[config.mk]
export PLATFORM = sky130hd
export DESIGN_NAME = key_onehot_scanner_flat
export DESIGN_NICKNAME = d
export VERILOG_FILES = /design/src/rtl/key_onehot_scanner_pkg.sv /design/src/rtl/key_onehot_scanner_if.sv /design/src/rtl/key_onehot_scanner_debounce.sv /design/src/rtl/key_onehot_scanner.sv /design/src/flat_wrapper.sv
export SDC_FILE = /design/constraint.sdc
export NUM_CORES = 1
export LEC_CHECK = 0
export ABC_AREA = 1
export CAP_MARGIN = 20
export CORE_MARGIN = 3
export CORE_UTILIZATION = 55
export CTS_CLUSTER_SIZE = 10
export DETAILED_ROUTE_END_ITERATION = 16
export GPL_ROUTABILITY_DRIVEN = 0
export PLACE_DENSITY = 0.75
export SLEW_MARGIN = 40
export SYNTH_ARGS = -nofsm -noshare
export SYNTH_HDL_FRONTEND = slang
export SYNTH_SLANG_ARGS = --single-unit
[constraint.sdc]
create_clock -name clk -period 2.6 [get_ports clk]
set_clock_uncertainty 0.2 [all_clocks]
set_input_delay 0.78 -clock clk [delete_from_list [all_inputs] [get_ports clk]]
set_output_delay 0.78 -clock clk [all_outputs]
set_load 0.02 [all_outputs]
[src/rtl/key_onehot_scanner_pkg.sv]
// Shared types for the key scanner: key count, FSM state encoding, one-hot test.
package key_scan_pkg;

   localparam int N_KEYS = 8;

   typedef enum logic [1:0] {IDLE, HELD, LOCKOUT} scan_state_t;

   // A vector with exactly one set bit: nonzero, and clearing its lowest set bit leaves zero.
   function automatic logic is_onehot(input logic [N_KEYS-1:0] v);
      return (v != '0) && ((v & (v - N_KEYS'(1))) == '0);
   endfunction

endpackage

[src/rtl/key_onehot_scanner_if.sv]
// Raw key levels in, clean one-hot key plus event pulses out.
interface key_onehot_scanner_if;
   import key_scan_pkg::*;

   logic [N_KEYS-1:0] key_raw;
   logic [N_KEYS-1:0] onehot;
   logic              key_valid;
   logic              key_strobe;
   logic              multi_err;

   modport master (output key_raw, input onehot, key_valid, key_strobe, multi_err);
   modport slave  (input key_raw, output onehot, key_valid, key_strobe, multi_err);
endinterface

[src/rtl/key_onehot_scanner_debounce.sv]
// One key bit: 2-flop synchronizer, then a run-length debouncer.
// Debounced bit flips DEBOUNCE_CYCLES+2 edges after a stable input change; no backpressure.
module key_debounce #(
   parameter  int DEBOUNCE_CYCLES = 16,
   localparam int CNT_W           = $clog2(DEBOUNCE_CYCLES + 1)
) (
   input  logic clk,
   input  logic rst_n,
   input  logic key_raw,
   output logic deb
);

   logic [1:0]       sync;
   logic [CNT_W-1:0] cnt;

   always_ff @(posedge clk or negedge rst_n) begin
      if (!rst_n) begin
         sync <= '0;
         cnt  <= '0;
         deb  <= 1'b0;
      end else begin
         sync <= {sync[0], key_raw};
         // Any cycle of agreement restarts the run, so bounces never accumulate.
         if (sync[1] == deb) begin
            cnt <= '0;
         end else if (cnt == CNT_W'(DEBOUNCE_CYCLES - 1)) begin
            deb <= ~deb;
            cnt <= '0;
         end else begin
            cnt <= cnt + CNT_W'(1);
         end
      end
   end

endmodule

[src/rtl/key_onehot_scanner.sv]
// Debounces eight keys and admits at most one to the registered one-hot output.
// Output follows debounced vector by one edge; no backpressure, pulses are single-cycle.
module key_onehot_scanner
   import key_scan_pkg::*;
#(
   parameter int DEBOUNCE_CYCLES = 16
) (
   input logic                 clk,
   input logic                 rst_n,
   key_onehot_scanner_if.slave kif
);

   logic [N_KEYS-1:0] deb;

   for (genvar i = 0; i < N_KEYS; i++) begin : g_deb
      key_debounce #(.DEBOUNCE_CYCLES(DEBOUNCE_CYCLES)) u_deb (
         .clk     (clk),
         .rst_n   (rst_n),
         .key_raw (kif.key_raw[i]),
         .deb     (deb[i])
      );
   end

   scan_state_t       state_q,  state_d;
   logic [N_KEYS-1:0] onehot_q, onehot_d;
   logic              strobe_q, strobe_d;
   logic              multi_q,  multi_d;

   always_ff @(posedge clk or negedge rst_n) begin
      if (!rst_n) begin
         state_q  <= IDLE;
         onehot_q <= '0;
         strobe_q <= 1'b0;
         multi_q  <= 1'b0;
      end else begin
         state_q  <= state_d;
         onehot_q <= onehot_d;
         strobe_q <= strobe_d;
         multi_q  <= multi_d;
      end
   end

   always_comb begin
      state_d  = state_q;
      onehot_d = onehot_q;
      strobe_d = 1'b0;
      multi_d  = 1'b0;
      unique case (state_q)
         IDLE: begin
            if (is_onehot(deb)) begin
               state_d  = HELD;
               onehot_d = deb;
               strobe_d = 1'b1;
            end else if (deb != '0) begin
               state_d = LOCKOUT;
               multi_d = 1'b1;
            end
         end
         HELD: begin
            if (deb == '0) begin
               state_d  = IDLE;
               onehot_d = '0;
            end else if (deb != onehot_q) begin
               // Added key or a swap to a different key both count as ambiguous.
               state_d  = LOCKOUT;
               onehot_d = '0;
               multi_d  = 1'b1;
            end
         end
         LOCKOUT: begin
            if (deb == '0) state_d = IDLE;
         end
         default: begin
            state_d  = IDLE;
            onehot_d = '0;
         end
      endcase
   end

   assign kif.onehot     = onehot_q;
   assign kif.key_valid  = |onehot_q;
   assign kif.key_strobe = strobe_q;
   assign kif.multi_err  = multi_q;

endmodule

[src/flat_wrapper.sv]
// flat-port wrapper written by rule: the top's interface ports become plain ports
module key_onehot_scanner_flat import key_scan_pkg::*;
#(
   parameter int DEBOUNCE_CYCLES = 16
)
  (clk, rst_n, kif_key_raw, kif_onehot, kif_key_valid, kif_key_strobe, kif_multi_err);
  key_onehot_scanner_if kif_i ();
  input logic clk;
  input logic rst_n;
  input wire logic [$bits(kif_i.key_raw)-1:0] kif_key_raw;
  output wire logic [$bits(kif_i.onehot)-1:0] kif_onehot;
  output wire logic [$bits(kif_i.key_valid)-1:0] kif_key_valid;
  output wire logic [$bits(kif_i.key_strobe)-1:0] kif_key_strobe;
  output wire logic [$bits(kif_i.multi_err)-1:0] kif_multi_err;
  assign kif_i.key_raw = kif_key_raw;
  assign kif_onehot = kif_i.onehot;
  assign kif_key_valid = kif_i.key_valid;
  assign kif_key_strobe = kif_i.key_strobe;
  assign kif_multi_err = kif_i.multi_err;
  key_onehot_scanner #(.DEBOUNCE_CYCLES(DEBOUNCE_CYCLES)) u_core (.clk(clk), .rst_n(rst_n), .kif(kif_i));
endmodule
After elaboration in Yosys (flattened, before gate mapping)

Index checks and enable logic that the tools add are counted.

Bits in registers: 76
Output and inout bits: 11
Logic and storage cells: 127

Add/sub/neg operators: 9
Equal/unequal tests: 23
Muxes and demuxes: 33
Bitwise gates (word level): 18
Reductions and logical operators: 16

Operator list:

| kind                                                                     | count |
|---|---|
| 5-bit two-way mux                                                        | 16 |
| 5-bit by 1-bit adder with 5-bit output (second input constant)           | 8 |
| 5-bit by 4-bit == test with 1-bit output (second input constant)         | 8 |
| 8-bit two-way mux                                                        | 3 |
| 8-bit one-hot mux with 3 select lines                                    | 1 |
| 1-bit inverter                                                           | 17 |
| 8-bit logical NOT                                                        | 2 |
| 2-bit AND reduction                                                      | 8 |
| 2-bit two-way mux                                                        | 5 |
| 8-bit AND                                                                | 1 |
| 1-bit == test                                                            | 8 |
| 8-bit inequality test                                                    | 1 |
| 8-bit nonzero test                                                       | 1 |
| 8-bit OR reduction                                                       | 1 |
| 8-bit by 1-bit subtractor with 8-bit output (second input constant)      | 1 |
| 1-bit two-way mux                                                        | 6 |
| 3-bit by 1-bit inequality test with 1-bit output (second input constant) | 2 |
| 2-bit one-hot mux with 3 select lines                                    | 1 |
| 3-bit AND reduction                                                      | 2 |
| 2-bit by 1-bit inequality test with 1-bit output (second input constant) | 2 |
| 2-bit by 1-bit == test with 1-bit output (second input constant)         | 1 |
| 2-bit == test (second input constant)                                    | 1 |
| 2-bit logical NOT                                                        | 1 |
| 1-bit one-hot mux with 2 select lines                                    | 1 |
| 1-bit logical AND                                                        | 1 |

Logic depth before layout (Yosys ltp)

Depth after elaboration: 6
Depth in mapped cells: 12
Mapped depth without buffers: 11

Modules after synthesis

Synthesis repeated with hierarchy kept, for this count alone.

Cell total of the unflattened synthesis: 389
Area total of the unflattened synthesis: 3,382.0 µm²

By module, submodules not included:

| module             | instances | cells each | area each (µm²) | seq. area each (µm²) |
|---|---|---|---|---|
| key_debounce       | 8         | 35         | 322.8           | 200.2 |
| key_onehot_scanner | 1         | 109        | 799.5           | 300.3 |

Least setup slack after synthesis

Ideal clock, no wire load.

Kind: reg2out
From: register u_core.onehot_q[0], in the netlist u_core.kif.onehot[0]
To: output port kif_key_valid
Arrival time: 923 ps
Data required time: 1,620 ps
Setup slack: 697 ps
Cell stages (with the launch flop): 3
Cell sequence: dfrtp_1 nor4_1 nand2_1

Longest elaborated chain between the ends: 1

RTL lines:

| what                   | line                     | source |
|---|---|---|
| from (decl)            | key_onehot_scanner.sv:25 | `logic [N_KEYS-1:0] onehot_q, onehot_d;` |
| from (signal assigned) | key_onehot_scanner.sv:37 | `onehot_q <= onehot_d;` |
| 8-bit OR reduction     | key_onehot_scanner.sv:81 | `assign kif.key_valid = \|onehot_q;` |
| to (decl)              | flat_wrapper.sv:12       | `output wire logic [$bits(kif_i.key_valid)-1:0] kif_key_valid;` |

Every way passes these cells.

Final worst setup path

Ends and elaborated chain as after synthesis.

==> impl_results.md <==
- Switching share of power: 22.1%
- Hold Vio Cnt, Final: 0
- Largest net degree at the start of global routing: 47
- Max-slew violations: 0
- IO Port Bufs: 20
- CP startpoint kind: register
- # setup viols final: 0
- Pwr dens: 625 nW/µm²
- Seq/Total Area, Yosys: 59.1%
- First-pass GRT wire length: 9170 µm
- Final worst-path cycle share: 95.9%
- Warning count from the yosys run: 0
- Status: complete, no violations
- Cells after synthesis: 332
- Hold buffer count at cts: 0
- Horiz. Die Dim: 82.5 µm
- Die area: 6800 µm²
- Layout cell share with drive strength beyond 1: 9.59%
- Root Driver: clkbuf_8
- Avg Vias per Cell: 4.89
- Worst-path maximum fanout: 5
- Routed Antenna Nets: 0
- Clock slew at reported path FFs: 0.08 ns
- Maximum vdd ir drop: 0.357 mV
- Sequential cell area: 1900 µm²
- Row cnt: 27
- Post CTS Setup Buffer Count: 0
- Seq cells post-synth: 76
- Post-synthesis cell area: 3220 µm²
- Worst Setup SP: u_core.kif.onehot[0]
- Tmin final: 2.49 ns
- Synth top area cells: dfrtp_1 59%, nand2_1 9.6%, nor2_1 4.3%, inv_1 3.6%, ha_1 3.1%
- Worst Path Arrival: 1.51 ns
- Clk pwr share: 41.2%
- Least-Margin Pin Slew: 0.392 ns
- Crit end category: primary output
- Die Y: 82.5 µm
- F_max: 0.401 GHz
- P_int: 0.00181 W
- Share of the synthesized area in the top cell type: 59.1%
- Nets: 378
- # IOs: 21
- GR Util All Layers: 18.1%
- Design Power: 0.00232 W
- Fin worst setup slack: 0.107 ns
- Headroom to the max-slew limit: 73.9%
- Setup WS pre-CTS: 0.156 ns
- Setup TNS Final: 0 ns
- Area of the core: 5570 µm²
- WL final: 5150 µm
- Ant. Diodes: 0
- Multi-input gate area: 1160 µm²
- Most common cell after layout, fill and taps aside: nand2_1
- Initial Util: 57.7%
- Psw: 0.000514 W
- Vias: 2,137
- Initial antenna violation count: 0
- Total grt overflow: 0
- Area leader, netlist: dfrtp_1
- R2R setup slack: 0.89 ns
- Max-Cap Viols: 0
- RSZ-0062 raised after global routing: no
- Syn nets: 350
- Combinational share of power: 4.9%
- Hold Crit Class: in2async
- Capture point of the worst path: kif_key_valid
- Syn_area_per_cell: 9.69 µm²
- Reg-to-Reg End: u_core.kif.onehot[1]
- Reg2reg start: u_core.g_deb[0].u_deb.deb
- Vias in the first global route: 2,097
- H-tree depth: 3
- # DRC: 0
- TritonRoute pass-1 iters: 4
- Yosys cell types: 26
- WS Path Type: reg2out
- Most frequent cells in the layout: 82 x nand2_1, 76 x dfrtp_1, 37 x nor2_1
- TritonCTS clock tree: done
- Post-Route Utilization: 66.6%
- Worst Reg-to-Reg Cells: 10
- Area delta synth->final: 15.5%
- Sink Count: 76
- DP Wirelength: 3730 µm
- Clock Tree Buf Depth: 2
- Filler Cells Inserted: 446
- WL/cell: 11.8 µm
- Initial DRC count: 93
- Req. time, crit path: 1.62 ns
- Later-pin clock latency in the skew report: 0.35 ns
- Cts bufs inserted: 9
- Seq pwr share: 54.0%
- Leakage power total: 1.91 nW
flip-flops by register name (all words and copies together), names as in the netlist:
name and cells:
u_core.g_deb.u_deb.sync 16, u_core.g_deb.u_deb.deb 8, u_core.kif.multi_err 1, u_core.g_deb.u_deb.cnt 40, u_core.kif.onehot 8, u_core.state_q 2
u_core.kif.key_strobe 1
final cells by class:
| type | instances | area share [%] |
|---|---|---|
| repair buffers | 21 | 5.83 |
| flip-flops and latches | 76 | 51.2 |
| multi-input cells | 216 | 31.1 |
| clock inverters | 7 | 2.46 |
| well taps | 72 | 2.43 |
| inverters | 36 | 3.64 |
| clock buffers | 9 | 3.33 |
Yosys cell counts, drive strengths merged:
cell     n
xnor2   10
ha       8
a21oi   18
nand4    1
o21ai   10
and3     8
nor3     8
dfrtp   76
clkinv   1
nand3   15
inv     35
buf      4
nor4     2
nor2    42
xor2     8
nand2   86
critical path, cell delays in order (launching register included):
cell           delay, ns
dfrtp_1             0.44
nor4_4              0.31
nand2_1             0.09
dlygate4sd2_1       0.33
through the flow:
| stage | cell area, µm² | cells | hold slack [ns] |
|---|---|---|---|
| 2_1_floorplan | 3220 | 332 | 0.131 |
| 3_3_place_gp | 3490 | 421 | 0.133 |
| 3_5_place_dp | 3490 | 421 | 0.136 |
| 4_1_cts | 3710 | 437 | 0.155 |
| 5_1_grt | 3710 | 437 | 0.162 |
| 6_report | 3710 | 437 | 0.153 |
power groups by stage:
stage / Sequential (W) / Clock, W / Combinational, W
finish: 0.00125 / 0.000955 / 0.000113
global route: 0.00126 / 0.00103 / 0.000138
CTS: 0.00125 / 0.000988 / 0.000117
detailed placement: 0.00128 / 0 / 0.000116
global placement: 0.00127 / 0 / 0.000111
floorplan: 0.00127 / 0 / 0.0000610
routing by layer:
| metal | share of wire, % | wire [µm] | track usage [%] | vias to the layer above |
|---|---|---|---|---|
| met5 | 0 | 0 | 0 | - |
| met3 | 4.0 | 207 | 6.40 | 7 |
| li1 | - | - | - | 1100 |
| met1 | 46 | 2380 | 23.2 | 1009 |
| met4 | 1.7 | 87 | 6.81 | 0 |
| met2 | 48 | 2470 | 28.2 | 21 |
cells by family after synthesis:
logic type | count (synthesis) | share of synthesized area, %
AO/OA/AOI/OAI | 28 | 4.47
XOR/XNOR | 18 | 4.90
adder cells (fa/ha/maj) | 8 | 3.11
buffers and inverters | 40 | 5.37
flip-flops | 76 | 59.1
AND/OR/NAND/NOR | 162 | 23.0
how the worst min path moves through the flow:
stage	end	slack [ns]	cells after the start
2_1_floorplan	u_core.g_deb[0].u_deb.sync[1]	0.13	0
3_3_place_gp	u_core.g_deb[6].u_deb.sync[1]	0.13	0
3_5_place_dp	u_core.g_deb[2].u_deb.sync[1]	0.14	0
4_1_cts	u_core.g_deb[1].u_deb.cnt[4]	0.16	1
5_1_grt	u_core.g_deb[6].u_deb.sync[1]	0.16	0
6_report	u_core.g_deb[1].u_deb.cnt[2]	0.15	1
what timing repair did:
item / CTS / global route
setup endpoints to repair: 1 / 1
cloned: 0 / 0
gates resized for setup: 2 / 1
pin swaps: 0 / 0
(Power assumes the default switching activity.)
